$ cat config.mk
export PLATFORM = sky130hd
export DESIGN_NAME = jtag_scan_master
export DESIGN_NICKNAME = d
export VERILOG_FILES = /design/src/rtl/jtag_scan_master.sv
export SDC_FILE = /design/constraint.sdc
export NUM_CORES = 1
export LEC_CHECK = 0
export CAP_MARGIN = 20
export CORE_MARGIN = 2
export CORE_UTILIZATION = 32
export DETAILED_ROUTE_END_ITERATION = 8
export GPL_TIMING_DRIVEN = 0
export PLACE_DENSITY_LB_ADDON = 0.15
export SETUP_SLACK_MARGIN = 0.3
export SLEW_MARGIN = 10
export SYNTH_ARGS = -nofsm -noshare
export SYNTH_HDL_FRONTEND = slang
export SYNTH_SLANG_ARGS = --single-unit
$ cat constraint.sdc
create_clock -name clk -period 4.4 [get_ports clk]
set_input_delay 0.44 -clock clk [delete_from_list [all_inputs] [get_ports clk]]
set_output_delay 0.44 -clock clk [all_outputs]
set_load 0.02 [all_outputs]
$ cat src/rtl/jtag_scan_master.sv
// jtag_scan_master: command-driven JTAG master sequencing TLR, IR/DR scans and idle TCKs with TDO capture
module jtag_scan_master #(
  parameter int TCK_DIV = 5,
  parameter int IR_LEN  = 4,
  parameter int DR_MAX  = 32
) (
  input  logic              clk,
  input  logic              rst,
  input  logic              cmd_valid,
  output logic              cmd_ready,
  input  logic [1:0]        cmd_op,
  input  logic [5:0]        cmd_len,
  input  logic [DR_MAX-1:0] cmd_data,
  output logic              rsp_valid,
  input  logic              rsp_ready,
  output logic [DR_MAX-1:0] rsp_data,
  output logic              rsp_err,
  output logic              TCK,
  output logic              TMS,
  output logic              TDI,
  input  logic              TDO,
  output logic              TRST_n
);
  typedef enum logic [3:0] {IDLE, TLR, SEL_DR, SEL_IR, CAPTURE, SHIFT, UPDATE, RTI, RESP} state_t;
  localparam int CW = $clog2(TCK_DIV);
  localparam logic [CW-1:0] DIV_TOP = CW'(TCK_DIV - 1);
  state_t state_q, state_d;
  logic [CW-1:0] div_q, div_d;
  logic [5:0] bit_q, bit_d, len_q, len_d;
  logic [1:0] op_q, op_d;
  logic [DR_MAX-1:0] data_q, data_d, mask_q, mask_d, rdata_q, rdata_d;
  logic tck_q, tck_d, tms_q, tms_d, tdi_q, tdi_d, err_q, err_d, trst_q;
  logic active, wrap, rise, fall, last, bad;
  assign active = !(state_q inside {IDLE, RESP});
  assign wrap = div_q == DIV_TOP;
  assign rise = active && !tck_q && wrap;
  assign fall = active && tck_q && wrap;
  assign bad = (cmd_op == 2'd2 && (cmd_len == '0 || int'(cmd_len) > DR_MAX)) || (cmd_op == 2'd3 && cmd_len == '0);
  // CAPTURE spans two TCKs: Select->Capture and Capture->Shift
  assign last = state_q == TLR ? bit_q == 6'd5 :
                state_q == CAPTURE ? bit_q == 6'd1 :
                (state_q == SHIFT || (state_q == RTI && op_q == 2'd3)) ? bit_q == len_q - 6'd1 : 1'b1;
  always_comb begin
    state_d = state_q;
    div_d = active ? (wrap ? '0 : div_q + 1'b1) : '0;
    tck_d = active && (wrap ? !tck_q : tck_q);
    bit_d = bit_q;
    len_d = len_q;
    op_d = op_q;
    data_d = data_q;
    mask_d = mask_q;
    rdata_d = rdata_q;
    err_d = err_q;
    if (state_q == IDLE && cmd_valid) begin
      op_d = cmd_op;
      len_d = cmd_op == 2'd1 ? 6'(IR_LEN) : cmd_len;
      data_d = cmd_data;
      mask_d = {{(DR_MAX-1){1'b0}}, 1'b1};
      rdata_d = '0;
      err_d = bad;
      bit_d = '0;
      state_d = bad ? RESP : cmd_op == 2'd0 ? TLR : cmd_op == 2'd3 ? RTI : SEL_DR;
    end else if (state_q == RESP && rsp_ready) begin
      state_d = IDLE;
    end else if (rise && state_q == SHIFT && TDO) begin
      rdata_d = rdata_q | mask_q;
    end else if (fall) begin
      bit_d = last ? '0 : bit_q + 6'd1;
      if (state_q == SHIFT) begin
        data_d = data_q >> 1;
        mask_d = mask_q << 1;
      end
      state_d = !last ? state_q :
                (state_q == TLR || state_q == RTI) ? RESP :
                state_q == SEL_DR ? (op_q == 2'd1 ? SEL_IR : CAPTURE) :
                state_q == SEL_IR ? CAPTURE :
                state_q == CAPTURE ? SHIFT :
                state_q == SHIFT ? UPDATE : RTI;
    end
    tms_d = state_d == TLR ? bit_d != 6'd5 :
            state_d == SHIFT ? bit_d == len_d - 6'd1 :
            !(state_d inside {CAPTURE, RTI});
    tdi_d = state_d == SHIFT && data_d[0];
  end
  always_ff @(posedge clk) begin
    trst_q <= !rst;
    if (rst) begin
      state_q <= IDLE;
      div_q <= '0;
      bit_q <= '0;
      len_q <= '0;
      op_q <= '0;
      data_q <= '0;
      mask_q <= '0;
      rdata_q <= '0;
      err_q <= 1'b0;
      tck_q <= 1'b0;
      tms_q <= 1'b1;
      tdi_q <= 1'b0;
    end else begin
      state_q <= state_d;
      div_q <= div_d;
      bit_q <= bit_d;
      len_q <= len_d;
      op_q <= op_d;
      data_q <= data_d;
      mask_q <= mask_d;
      rdata_q <= rdata_d;
      err_q <= err_d;
      tck_q <= tck_d;
      tms_q <= tms_d;
      tdi_q <= tdi_d;
    end
  end
  assign cmd_ready = state_q == IDLE;
  assign rsp_valid = state_q == RESP;
  assign rsp_data = rdata_q;
  assign rsp_err = err_q;
  assign TCK = tck_q;
  assign TMS = tms_q;
  assign TDI = tdi_q;
  assign TRST_n = trst_q;
endmodule

==> results of run 1 <==
==> final cells by class <==
| cell class | count | share of cell area (%) |
|---|---|---|
| multi-input combinational | 488 | 37.7 |
| sequential | 122 | 33.9 |
| timing repair buffer | 85 | 11.7 |
| clock buffer | 19 | 6.15 |
| tap | 220 | 3.82 |
| buffer | 47 | 3.01 |
| clock inverter | 13 | 2.94 |
| inverter | 13 | 0.678 |
==> logic make-up after synthesis <==
family                   count (synthesis)  synth area share (%)
AND/OR/NAND/NOR                        304                  24.8
flip-flops                             122                  45.1
buffers and inverters                   60                  4.83
AO/OA/AOI/OAI                          147                  18.1
multiplexers                             4                 0.832
XOR/XNOR                                23                  3.98
adder cells (fa/ha/maj)                 10                  2.31
==> through the flow <==
stage	cell area, µm²	setup slack [ns]	hold slack [ns]	total power, mW
after floorplan	5410	0.597	0.417	1.46
after global placement	6520	-0.0812	0.429	1.59
after detailed placement	6520	-0.0431	0.443	1.59
after CTS	7180	0.369	0.455	3.14
after global routing	7200	0.320	0.467	3.25
final	7200	0.587	0.449	3.12
==> metal layers <==
layer	track usage, %	vias to the layer above	part of all wire, %
met1	21.4	2266	47
met4	5.91	0	1.9
met5	0	-	0
li1	-	2506	-
met3	5.56	22	5.2
met2	25.8	105	46
==> sequential cells by signal, summed over array words and instances (netlist names) <==
| register | flops |
|---|---|
| div_q | 3 |
| TCK | 1 |
| len_q | 6 |
| TMS | 1 |
| TDI | 1 |
| rsp_err | 1 |
| mask_q | 32 |
| rsp_data | 32 |
| data_q | 32 |
| TRST_n | 1 |
| state_q | 4 |
| bit_q | 6 |
| op_q | 2 |
==> power groups by stage <==
stage | Sequential [mW] | Combinational (mW) | Clock (mW)
finish | 1.19 | 0.386 | 1.55
global route | 1.20 | 0.430 | 1.63
CTS | 1.19 | 0.384 | 1.57
detailed placement | 1.21 | 0.379 | 0
global placement | 1.21 | 0.376 | 0
floorplan | 1.21 | 0.256 | 0
==> cell usage after synthesis (all sizes together) (3+ instances only) <==
master  number  area share, %
a311oi      33            5.5
and2         3           0.35
mux2i        3           0.55
nor2b        5           0.58
nor3b        8            1.2
nand4        3           0.35
inv         12           0.83
or2          3           0.35
buf         10            1.3
nor4         5           0.69
xor2         6           0.97
nor3         7           0.86
clkbuf      37            2.6
nand2      149             10
dfxtp      122             45
a21oi       80            7.4
o21ai        9           0.90
nand2b       5           0.58
nand3        9           0.83
xnor2       16            2.6
nor2        95            6.6
o31ai        3           0.42
ha          10            2.3
==> final timing paths <==
path | start | end | depth (start not counted)
max | state_q[3] | TMS | 17
min | div_q[0] | div_q[0] | 1
max reg2reg | state_q[3] | TMS | 17
min reg2reg | div_q[0] | div_q[0] | 1
==> timing repair <==
action                     in CTS  in global routing
setup endpoints to repair       1                  1
setup buffers                   0                  1
resized for setup               3                  4
cloned                          0                  0
pin swaps                       0                  1
==> placed cells by master (no fill, tap or decap), types with 2 or more instances in the layout <==
cell type,count
nor3_1,6
buf_4,3
nand2_1,149
mux2i_1,3
nor3b_1,7
inv_6,4
o22ai_1,2
inv_1,11
clkdlybuf4s50_1,83
o31ai_1,3
bufinv_16,5
clkbuf_1,34
nor2_1,94
clkinv_2,2
xnor2_1,16
a31oi_1,2
a21oi_1,80
and2_1,3
ha_1,10
nor2b_1,5
o21ai_0,7
xor2_1,6
and3b_1,2
or2_2,2
nor4_1,4
nand2b_1,5
a311oi_1,32
nand4_1,3
clkbuf_16,17
nand3b_1,2
and3_1,2
clkbuf_2,3
nand3_1,9
a22oi_1,2
buf_6,3
dfxtp_1,122
buf_2,6
==> run_results.csv, run 1 <==
group,metric,value,unit
clock_tree,clk_pin_slew,0.06,ns
critical_path,path_class,"register to register",
floorplanning,die_w,134,µm
route,drc_errors,0,
clock_tree,clk_latency,0.42,ns
timing,slew_violations,0,
clock_tree,ctsHoldBuffers,0,
finish,antenna_cells,0,
global_routing,grt_pass1_vias,4751,
floorplanning,start_util,32.6,%
timing,setup_tns,0,ns
critical_path,path_buf_inv,4,
route,drt_wl_total,14400,µm
hold_path,hold_class,"register to register",
pwr,power_frac_comb,12.4,%
synthesis,ys_seq_area_share,45.1,%
finish,layoutNonFillerInstCount,1007,
timing,period_minus_slack,3.81,ns
synthesis,synthArstFlopShare,0,%
synthesis,syn-cell-area,0.00541,mm²
finish,final_util,43.4,%
placed_design,dpl.hpwl,10400,µm
timing,skew,0.0110,ns
floorplanning,io_pins,84,
critical_path,cp_max_fo,10,
finish,area.sequential,0.00244,mm²
pwr,power.switching,0.772,mW
floorplanning,die_h,134,µm
timing,slew_headroom,48.7,%
critical_path,path_common_cell,"buf_2",
status,run_status,"finished clean",
clock_tree,cts.path.max_buffers,2,
pwr,intPower,2.35,mW
timing,fin_crit_sh,86.7,%
clock_tree,clock_sinks,122,
clock_tree,cts_root_buf,"clkbuf_16",
timing,worstMarginPinSlew,0.767,ns
pwr,swShare,24.7,%
finish,drive_gt1_share,8.01,%
timing,grt_setup_unrepaired,"no",
critical_path,cp.required,4.74,ns
floorplanning,core_area,0.0166,mm²
critical_path,crit_chain,"buf_2 -> nor4_4 -> nand2_1 -> clkbuf_2 -> buf_2 -> buf_2 -> a21oi_1 -> ha_1 -> nor3b_1 -> xnor2_1 -> or3_1 -> o21ai_2 -> xnor2_1 -> o32a_1 -> nor3_1 -> o2111ai_1 -> a21oi_1",
finish,fin_nets,829,
route,wl_per_cell,14.3,µm
critical_path,endpoint_kind,"register",
global_routing,track_usage,16.5,%
timing,fmax,0.262,GHz
job,maxCapViolCount,0,
critical_path,slowest_stage,"nor4_4",
placed_design,dp.cells,973,
critical_path,r2r_slack,0.59,ns
route,initialDrtViolationCount,381,
critical_path,slowest_delay,0.35,ns
synthesis,synth_fp_nets,725,
synthesis,syn-mean-instance-area,8.08,µm²
critical_path,crit_path_start_kind,"register",
global_routing,grt_max_degree,17,
global_routing,grt_pass1_wl,23600,µm
floorplanning,dieArea,0.0180,mm²
critical_path,critPathTopFamily,"simple AND/OR/NAND/NOR gates",
finish,syn_to_final_growth,33.0,%
critical_path,crit_arrival,4.15,ns
route,via_count,4899,
pwr,leakage,2.52,nW
global_routing,grt_antenna_before_repair,0,
placed_design,finalWeightedCongestion,0.861,
pwr,p_per_area,434,mW/mm²
global_routing,grt-ovfl-total,0,
clock_tree,cts_tree,"done",
synthesis,yosysUniqueCellTypes,67,
floorplanning,rows,47,
pwr,vdd_ir_drop_max,0.000259,V
timing,hold_viol,0,
timing,setup_viol,0,
finish,fillers,1650,
clock_tree,htreeDepth,4,
finish,multi_input_area,0.00272,mm²
pwr,clkPwrFrac,49.5,%
route,antenna_left,0,
route,avgViaCountPerCell,4.86,
clock_tree,cts_buffers,17,
synthesis,synth_edf_count,0,
route,first_pass_iters,5,
synthesis,ys_warn_count,0,
synthesis,synthFlopType,"dfxtp_1",
synthesis,ys_ff_latch,122,
pwr,seqPwrFrac,38.1,%
synthesis,netlist_instances,670,
placed_design,io_buffers,83,
Power figures use the tool's default switching activity.
==> run 2, diff against run 1 <==
Settings changed: HOLD_SLACK_MARGIN set to 0.05, PLACE_DENSITY_LB_ADDON 0.15 to 0.2.
==> run 2 against run 1 <==
Net effect: register-to-register slack about the same; clock skew rose by 0.0010 ns; global-route usage fell by 0.24 points; cell count hardly changed; fmax decreased by 0.12%.
==> run_results.csv, run 2 (synthesis gave the netlist of run 1 again) <==
group,metric,value,unit
status,run_status,"finished clean",
floorplanning,core_area,0.0166,mm²
hold_path,hp-start,"div_q[0]",
route,drt_wl_total,14300,µm
route,wl_per_cell,14.2,µm
clock_tree,clock_sinks,122,
floorplanning,die_w,134,µm
critical_path,endpoint_kind,"register",
pwr,p_per_area,396,mW/mm²
floorplanning,start_util,32.6,%
timing,slew_violations,0,
finish,area.sequential,0.00244,mm²
critical_path,path_class,"register to register",
critical_path,crit_path_start_kind,"register",
timing,skew,0.0120,ns
clock_tree,htreeDepth,4,
global_routing,grt_pass1_wl,23400,µm
finish,antenna_cells,0,
timing,hold_viol,0,
finish,layoutNonFillerInstCount,1006,
critical_path,startpoint,"state_q[3]",
floorplanning,dieArea,0.0180,mm²
clock_tree,cts_buffers,17,
route,first_pass_iters,4,
clock_tree,cts.path.max_buffers,2,
timing,slew_headroom,28.0,%
floorplanning,die_h,134,µm
clock_tree,clk_pin_slew,0.06,ns
placed_design,io_buffers,83,
global_routing,grt_pass1_vias,4698,
critical_path,crit_arrival,4.15,ns
finish,fillers,1685,
job,maxCapViolCount,0,
floorplanning,io_pins,84,
finish,mostFrequentLayoutCells,"149 x nand2_1, 122 x dfxtp_1, 94 x nor2_1, 83 x clkdlybuf4s50_1, 79 x a21oi_1",
placed_design,finalWeightedCongestion,0.840,
global_routing,track_usage,16.3,%
route,drc_errors,0,
timing,holdWs,0.451,ns
pwr,vdd_ir_drop_max,0.000271,V
clock_tree,cts_root_buf,"clkbuf_16",
route,initialDrtViolationCount,275,
timing,worstMarginPinSlew,1.07,ns
clock_tree,ctsHoldBuffers,0,
critical_path,r2r-start,"state_q[3]",
timing,fin_crit_sh,86.8,%
finish,layout_commonest_cell,"nand2_1",
global_routing,grt-ovfl-total,0,
hold_path,hold_class,"register to register",
finish,syn_to_final_growth,30.7,%
clock_tree,cts_tree,"done",
finish,multi_input_area,0.00272,mm²
route,antenna_left,0,
global_routing,grt_antenna_before_repair,0,
timing,grt_setup_unrepaired,"no",
pwr,leakage,2.44,nW
global_routing,grt_max_degree,17,
critical_path,cp_max_fo,10,
placed_design,dpl.hpwl,10500,µm
route,via_count,4930,
critical_path,cp.required,4.73,ns
timing,period_minus_slack,3.82,ns
finish,drive_gt1_share,8.14,%
timing,setup_viol,0,
timing,fmax,0.262,GHz
route,avgViaCountPerCell,4.90,
floorplanning,rows,47,
placed_design,dp.cells,973,
clock_tree,clk_latency,0.42,ns
finish,fin_nets,829,
==> run 2: changes by cell type in the layout (fill, tap and decap cells not counted) <==
cell        delta
bufinv_16      -5
clkinvlp_4     +5
inv_6          -4
clkinv_2       +3
clkbuf_2       -2
a21oi_1        -1
a21oi_2        +1
buf_2          +1
buf_4          +1
ha_1           -1
ha_2           +1
==> run 2: final timing paths <==
kind | slack [ns] | endpoint | depth (start not counted)
worst max-delay path | 0.58 | TMS | 17
worst min-delay path | 0.45 | div_q[0] | 1
worst max register to register | 0.58 | TMS | 17
worst min register to register | 0.45 | div_q[0] | 1
==> run 2: layout make-up <==
class                   count  area share (%)
multi-input cells         488            38.5
flip-flops and latches    122            34.5
repair buffers             85            12.0
clock buffers              19            6.26
well taps                 220            3.89
plain buffers              47            3.06
clock inverters            12            1.11
inverters                  13           0.690
==> run 2: power by group <==
group / switching [mW] / internal, mW
Sequential: 0.0338 / 1.16
Clock: 0.498 / 0.723
Combinational: 0.219 / 0.171
Total: 0.751 / 2.05
==> run 2: through the flow <==
step / util [%] / cell area [µm²] / setup TNS (ns) / setup WS, ns / power, mW
after floorplan: - / 5410 / 0 / 0.597 / 1.46
after global placement: 39.3 / 6520 / -0.00371 / -0.00371 / 1.58
after detailed placement: 39.3 / 6520 / -0.00103 / -0.00103 / 1.59
after CTS: 42.5 / 7050 / 0 / 0.331 / 2.82
after global routing: 42.7 / 7070 / 0 / 0.306 / 2.93
final: 42.7 / 7070 / 0 / 0.582 / 2.80
==> run 2: metal layers <==
| metal | track usage (%) | up-vias | part of all wire, % |
|---|---|---|---|
| li1 | - | 2491 | - |
| met1 | 20.7 | 2336 | 47 |
| met2 | 26.7 | 91 | 48 |
| met3 | 4.69 | 12 | 4.4 |
| met4 | 5.26 | 0 | 0.93 |
| met5 | 0 | - | 0 |
==> run 2: timing repair <==
item / 4_1_cts / 5_1_grt
setup buffers: 0 / 2
gates resized for setup: 3 / 7
endpoints found under the setup margin: 1 / 1
cloned: 0 / 0
pin swaps: 0 / 1
==> run 2: critical path, cell delays in order (launching register included) <==
cell and delay, ns:
dfxtp_1 0.30, buf_2 0.17, nor4_4 0.40, nand2_1 0.16, buf_2 0.21, buf_2 0.21
buf_2 0.22, a21oi_2 0.19, ha_2 0.25, nor3b_1 0.23, xnor2_1 0.08, or3_1 0.32
o21ai_2 0.10, xnor2_1 0.08, o32a_1 0.30, nor3_1 0.13, o2111ai_1 0.15, a21oi_1 0.21
==> run 3, diff against run 2 <==
--- a/constraint.sdc
+++ b/constraint.sdc
@@ -3,2 +3,2 @@
 set_output_delay 0.44 -clock clk [all_outputs]
-set_load 0.02 [all_outputs]
+set_load 0.1 [all_outputs]
==> run 3 against run 2 <==
Net effect: routed wire length grew 1.3%; clock power grew 25%; register-to-register slack gained 0.16 ns; largest power group unchanged.
==> run_results.csv, run 3 (synthesis gave the netlist of run 1 again) <==
group,metric,value,unit
finish,final_area,0.00723,mm²
finish,layoutNonFillerInstCount,1005,
job,maxCapViolCount,0,
floorplanning,start_util,32.6,%
critical_path,r2r_slack,0.75,ns
clock_tree,cts_setup_buffers,0,
floorplanning,core_area,0.0166,mm²
floorplanning,io_pins,84,
finish,mostFrequentLayoutCells,"149 x nand2_1, 122 x dfxtp_1, 94 x nor2_1, 83 x clkdlybuf4s50_1, 79 x a21oi_1",
floorplanning,rows,47,
critical_path,r2r-start,"state_q[3]",
timing,slew_headroom,29.3,%
hold_path,hold_class,"register to register",
clock_tree,clock_sinks,122,
hold_path,hp-start,"div_q[0]",
global_routing,grt_antenna_before_repair,0,
status,run_status,"finished clean",
route,wl_per_cell,14.4,µm
placed_design,dp.cells,973,
global_routing,grt_pass1_vias,4782,
clock_tree,cts_root_buf,"clkbuf_16",
critical_path,rr_endpoint,"TMS",
critical_path,crit_chain,"buf_6 -> nor4_4 -> nand2_1 -> clkbuf_8 -> clkbuf_1 -> nor3b_2 -> a21oi_2 -> ha_2 -> nor3b_2 -> xnor2_1 -> or3_1 -> o21ai_2 -> xnor2_1 -> o32a_1 -> nor3_1 -> o2111ai_1 -> a21oi_1",
route,via_count,4972,
timing,holdWs,0.449,ns
floorplanning,die_w,134,µm
timing,setup_tns,0,ns
finish,antenna_cells,0,
route,first_pass_iters,5,
placed_design,io_buffers,83,
global_routing,grt_max_degree,17,
critical_path,cp_max_fo,10,
global_routing,grt_pass1_wl,23600,µm
critical_path,slowest_stage,"nor4_4",
clock_tree,clk_pin_slew,0.06,ns
global_routing,track_usage,16.4,%
pwr,leakage,2.52,nW
hold_path,min_path_cells,1,
timing,slew_violations,0,
route,avgViaCountPerCell,4.95,
clock_tree,ctsHoldBuffers,0,
critical_path,ff2ff_path_depth,17,
finish,layout_commonest_cell,"nand2_1",
clock_tree,cts_resized,0,
finish,syn_to_final_growth,33.7,%
placed_design,dpl.hpwl,10500,µm
critical_path,critPathTopFamily,"simple AND/OR/NAND/NOR gates",
pwr,vdd_ir_drop_max,0.000203,V
hold_path,min_to,"div_q[0]",
timing,fmax,0.274,GHz
route,drt_wl_total,14500,µm
placed_design,finalWeightedCongestion,0.862,
timing,setup_viol,0,
critical_path,path_buf_inv,3,
clock_tree,htreeDepth,4,
floorplanning,die_h,134,µm
timing,period_minus_slack,3.65,ns
route,antenna_left,0,
finish,drive_gt1_share,8.28,%
clock_tree,cts_tree,"done",
placed_design,placed_area,0.00658,mm²
timing,worstMarginPinSlew,1.06,ns
clock_tree,clk_latency,0.41,ns
floorplanning,dieArea,0.0180,mm²
critical_path,cp.required,4.73,ns
timing,fin_crit_sh,83.0,%
global_routing,grt-ovfl-total,0,
clock_tree,cts.path.max_buffers,2,
critical_path,crit_path_start_kind,"register",
timing,hold_viol,0,
critical_path,endpoint_kind,"register",
critical_path,crit_arrival,3.99,ns
critical_path,slowest_delay,0.40,ns
clock_tree,cts_buffers,17,
route,drc_errors,0,
route,initialDrtViolationCount,365,
pwr,p_per_area,434,mW/mm²
critical_path,path_class,"register to register",
finish,fin_nets,828,
timing,skew,0.00672,ns
timing,grt_setup_unrepaired,"no",
[run 3: routing by layer]
metal / vias to the layer above / track usage, % / share of wire (%)
met5: - / 0 / 0
met3: 27 / 5.33 / 6.2
met2: 129 / 25.7 / 45
met4: 0 / 6.90 / 2.5
li1: 2494 / - / -
met1: 2322 / 20.9 / 46
[run 3: stage by stage]
stage               power (mW)  setup slack (ns)  utilization (%)
global route              3.27             0.464             43.6
detailed placement        1.63             0.513             39.7
global placement          1.62             0.550             39.7
floorplan                 1.50             0.225                -
finish                    3.14             0.746             43.6
CTS                       3.17             0.735             43.6
[run 3: layout make-up]
| type | instances | area [µm²] |
|---|---|---|
| inverter | 13 | 48.8 |
| multi-input combinational | 488 | 2730 |
| tap | 220 | 275 |
| buffer | 47 | 249 |
| sequential | 122 | 2440 |
| clock buffer | 20 | 457 |
| fill | 1641 | 9350 |
| clock inverter | 11 | 193 |
| timing repair buffer | 84 | 836 |
[run 3: where the power goes]
part           internal, mW  leakage [nW]  switching [mW]
Sequential             1.16         0.992          0.0338
Combinational         0.173          1.22           0.248
Clock                  1.03         0.312           0.498
Total                  2.36          2.52           0.780
[run 3: worst max path at each step]
stage | end | startpoint | cells past startpoint | slack, ns
6_report | TMS | state_q[3] | 17 | 0.75
3_3_place_gp | TMS | cmd_op[1] | 16 | 0.55
3_5_place_dp | TMS | cmd_op[1] | 16 | 0.51
2_1_floorplan | TMS | state_q[3] | 17 | 0.22
5_1_grt | TMS | state_q[3] | 17 | 0.46
4_1_cts | TMS | state_q[3] | 17 | 0.74
==> patch 1: new RTL, config.mk and constraints of run 3 <==
The parameter `DR_MAX` goes from 32 to 16.
--- a/src/rtl/jtag_scan_master.sv
+++ b/src/rtl/jtag_scan_master.sv
@@ -4,3 +4,3 @@
   parameter int IR_LEN  = 4,
-  parameter int DR_MAX  = 32
+  parameter int DR_MAX  = 16
 ) (
Interface: changed (resized cmd_data and rsp_data); port bits go from 84 to 52. No check against the original RTL was run, so the function may have changed too.
==> patch 1 against run 3 <==
Clock power is 51% lower; design area down 33%; sequential cell count shrank 48; synthesized area is 29% lower; total power shrank 41%; routed wire length is 27% lower; combinational power down 12%; setup slack worse by 180 ps; critical endpoint unchanged; largest cell class unchanged; largest power group unchanged.
==> patch 1: results (changes against run 3) <==
Min path
  – Hold Path End: data_q[3]
  – Worst Hold Depth: 2 (+1)
  – Hold Startpoint: rst
  – Tightest Hold Check Type: input port to flip-flop

Synth
  – Compound-Gate Fraction of Synth Area: 0.196 (+0.0149)
  – Post-Syn Nets: 522 (-28%)
  – Mux cell area share after synthesis: 0.0186 (+0.0103)
  – Syn Inst Count: 483 (-28%)
  – Synth cell count leaders: nand2_1, dfxtp_1, nor2_1
  – Largest cells by area after synthesis: dfxtp_1, nand2_1, nor2_1, a21oi_1, a311oi_1
  – Cell variety after synth: 65 (-3.0%)
  – Register area share after synthesis: 0.386 (-0.0654)
  – Post-Synth Adder-Cell Area: 0.0326 (+0.00947)
  – XOR/XNOR share of the synthesized area: 0.0434 (+0.00358)

Setup path
  – Arr. time, crit path: 4090 ps (+100 ps)
  – Worst r2r src: state_q[1]
  – R2r setup slk: 570 ps (-180 ps)

STA
  – Tightest Pin Transition: 1000 ps (-54.3 ps)
  – Worst Hold Slack: 333 ps (-116 ps)

Placement
  – Port bufs: 50 (-40%)
  – Routability congestion estimate: 0.887 (+2.9%)
  – Cells after DPL: 681 (-30%)
  – Post-detail-place hpwl: 8.09 mm (-23%)

Layout
  – Final #Nets: 586 (-29%)

Drt
  – Initial DRC Count: 132 (-64%)
  – Vias: 3630 (-27%)
  – Met3 layer wire length in the routed design: 525 um (-42%)
  – Met2 routed WL: 5.07 mm (-23%)
  – DR vias/cell: 5.19 (+5.0%)
  – Post-DR wirelength/cell: 15.2 um (+5.0%)
  – Met1 wire length: 4.84 mm (-27%)

Power
  – Maximum vdd drop: 0.194 mV (-4.3%)

Outcome
  – Status: completed

Global routing
  – Pin count of the biggest net entering global routing: 13 (-4)
  – Global-route wire length before repair: 17.7 mm (-25%)

Clock network
  – H-tree depth: 3 (-1)
  – TritonCTS buffer count: 9 (-8)
  – Clock Latency Late Sink: 330 ps (-80 ps)
==> patch 1: critical path, stage by stage (launching register included) <==
cell      delay [ps]
dfxtp_1          340
clkbuf_2         210
nor4_4           380
and2_4           240
clkbuf_8         160
clkbuf_2         240
nor2_1            60
a31oi_1          250
ha_1             290
nor3b_1          260
xnor2_1          110
o22ai_2          230
nand2_1           90
or3_1            310
a21o_1           160
a32oi_1          160
nand4_1          120
nand4_1          140
==> patch 1: worst max-delay path by stage <==
stage	startpoint	end	slack (ps)	cells after the start
finish	state_q[1]	TMS	570	17
global route	state_q[1]	TMS	350	17
CTS	state_q[1]	TMS	510	17
detailed placement	cmd_valid	TMS	450	16
global placement	cmd_valid	TMS	490	16
floorplan	state_q[1]	TMS	320	17
==> patch 1: kinds of logic (layout without fill, tap and decap cells) <==
kind of cell,after synthesis,in the layout
adders and majority gates,10,10
and+or+nand+nor,215,215
buffers and inverters,46,115
DFF,74,74
xor gates and xnor gates,19,19
AOI/OAI and AO/OA,113,113
muxes,6,6
==> patch 1: metal layers <==
metal / vias up / track usage
met5: - / 0
met4: 0 / 0.0618
met3: 12 / 0.0324
met2: 107 / 0.286
met1: 1696 / 0.223
li1: 1815 / -
==> patch 1: timing repair <==
| item | CTS | global route |
|---|---|---|
| gates resized for setup | 0 | 2 |
| setup endpoints to repair | 0 | 1 |
| hold endpoints to repair | 0 | 0 |
| setup buffers | 0 | 2 |
| hold buffers | 0 | 0 |
==> patch 1: final cells by class <==
class | instances | area, um2
clock buffers | 13 | 260
plain buffers | 30 | 183
well taps | 147 | 184
flip-flops and latches | 74 | 1480
repair buffers | 53 | 527
clock inverters | 3 | 46.3
fillers | 1192 | 6980
multi-input cells | 363 | 2140
inverters | 16 | 60.1
==> patch 1: power by group <==
part	total, uW	switching [uW]	internal, uW
clock network	756	284	473
registers	722	19.7	703
logic	370	223	146
total	1850	527	1320
==> patch 1: stage by stage <==
stage / instance area, um2 / setup WS, ps / total power, uW
2_1_floorplan: 3860 / 323 / 990
3_3_place_gp: 4550 / 492 / 1090
3_5_place_dp: 4560 / 450 / 1100
4_1_cts: 4870 / 510 / 1860
5_1_grt: 4880 / 349 / 1930
6_report: 4880 / 567 / 1850
==> patch 2: new RTL, settings of run 3 <==
Made on the original files. Put one more register stage on the output `rsp_err`. The value now appears one clock later. The other outputs are not delayed to match.
--- a/src/rtl/jtag_scan_master.sv
+++ b/src/rtl/jtag_scan_master.sv
@@ -117,3 +117,5 @@
   assign rsp_data = rdata_q;
-  assign rsp_err = err_q;
+  always_ff @(posedge clk) begin
+    rsp_err <= err_q;
+  end
   assign TCK = tck_q;
Behaviour: not the same (a bounded check fails within 4 cycles, from zero or initial values and one cycle with rst high).
==> patch 2 against run 3 <==
Design area is 0.31% higher; synthesized area up 0.37%; total power grew 1.0%; setup slack got worse by 53 ps; routed wire length fell by 0.52%; count of clock-buffer cells in the layout unchanged; sequential cell count increased by 1; critical path type unchanged.
==> patch 2: results (changes against run 3) <==
Synth
  – Largest cells by area after synthesis: dfxtp_1, nand2_1, a21oi_1, nor2_1, a311oi_1
  – Post-Syn Nets: 726 (+0.14%)
  – Compound-Gate Fraction of Synth Area: 0.181 (-0.000668)
  – Register area share after synthesis: 0.453 (+0.00202)
  – XOR/XNOR share of the synthesized area: 0.0396 (-0.000147)
  – Post-Synth Adder-Cell Area: 0.0230 (-0.0000852)
  – Top_reg_cell synth: dfxtp_1
  – Synth cell count leaders: nand2_1, dfxtp_1, nor2_1
  – Mux cell area share after synthesis: 0.00829 (-0.0000307)
  – Post-synth EDFFs: 0 (unchanged)
  – Syn Inst Count: 671 (+0.15%)
  – Cell variety after synth: 67 (unchanged)
  – FFs w/ async S/R, synth: 0 (unchanged)

Setup path
  – Critical path fanouts, max: 10 (unchanged)
  – R2r setup slk: 690 ps (-50 ps)
  – Arr. time, crit path: 4030 ps (+40 ps)
  – Crit path max-delay family: simple AND/OR/NAND/NOR gates

Min path
  – Worst Hold Depth: 0 (-1)
  – Tightest Hold Check Type: flip-flop to flip-flop
  – Hold Path End: rsp_err
  – Hold Startpoint: err_q

Power
  – Static Leak: 0.00253 uW (+0.26%)
  – Maximum vdd drop: 0.346 mV (+71%)

STA
  – Final Cycle Share: 0.842 (+0.0121)
  – Fin Setup TNS: 0 ps (unchanged)
  – Rel. slew slack: 0.298 (+0.00441)
  – Layout Skew: 12.1 ps (+5.40 ps)
  – Worst Hold Slack: 345 ps (-104 ps)

Clock network
  – Root buf cell: clkbuf_16
  – H-tree depth: 4 (unchanged)
  – TritonCTS buffer count: 17 (unchanged)

Placement
  – Routability congestion estimate: 0.831 (-3.6%)
  – Port bufs: 83 (unchanged)
  – Cells after DPL: 974 (+0.10%)
  – Post-detail-place hpwl: 10.5 mm (about the same)

Drt
  – Final WL: 14.4 mm (-0.52%)
  – DR vias/cell: 4.90 (-0.92%)
  – Iteration count of the initial detailed-routing pass: 5 (unchanged)
  – Initial DRC Count: 386 (+5.8%)

Global routing
  – Vias in the first global route: 4742 (-0.84%)
  – Total global routing track utilization: 0.165 (+0.000364)
  – Initial antenna violation count: 0 (unchanged)
  – Global-route wire length before repair: 23.5 mm (-0.29%)

Layout
  – Fin cells: 1006 (+0.10%)
  – N_diodes: 0 (unchanged)
  – Final #Nets: 828 (unchanged)
  – Layout cells sized above 1: 0.0814 (-0.00138)

Outcome
  – Status: completed
-- patch 2: changes by cell type after synthesis, sizes merged --
cell | run 3 | this run
dfxtp | 122 | 123
-- patch 2: metrics by stage --
stage	worst slack, ps	instance area, um2
3_5_place_dp	488	6600
4_1_cts	728	7260
3_3_place_gp	511	6600
5_1_grt	397	7260
2_1_floorplan	225	5490
6_report	693	7260
-- patch 2: power breakdown --
| part | switching, uW | internal [uW] |
|---|---|---|
| Sequential | 34.9 | 1170 |
| Clock | 527 | 1030 |
| Combinational | 246 | 173 |
-- patch 2: final cells by class --
cell class              instances  area [um2]
fillers                      1648        9330
multi-input cells             488        2730
flip-flops and latches        123        2460
repair buffers                 83         831
clock buffers                  20         447
well taps                     220         275
plain buffers                  47         249
clock inverters                12         210
inverters                      13        48.8
-- patch 2: cells by family after synthesis --
family | after synthesis
AOI/OAI and AO/OA | 147
buffers and inverters | 60
adders and majority gates | 10
muxes | 4
DFF | 123
xor gates and xnor gates | 23
and+or+nand+nor | 304
-- patch 2: worst max path at each step --
stage                     startpoint   to
after detailed placement   cmd_op[0]  TMS
after global placement     cmd_op[1]  TMS
after global routing      state_q[3]  TMS
final                     state_q[3]  TMS
after CTS                 state_q[3]  TMS
after floorplan           state_q[3]  TMS
-- patch 2: metal layers --
| metal | part of all wire | GRT usage | up-vias | routed length, um |
|---|---|---|---|---|
| met4 | 0.016 | 0.0667 | 0 | 234 |
| met2 | 0.48 | 0.272 | 107 | 6880 |
| met5 | 0 | 0 | - | 0 |
| met3 | 0.053 | 0.0476 | 19 | 762 |
| met1 | 0.45 | 0.202 | 2300 | 6560 |
| li1 | - | - | 2505 | - |
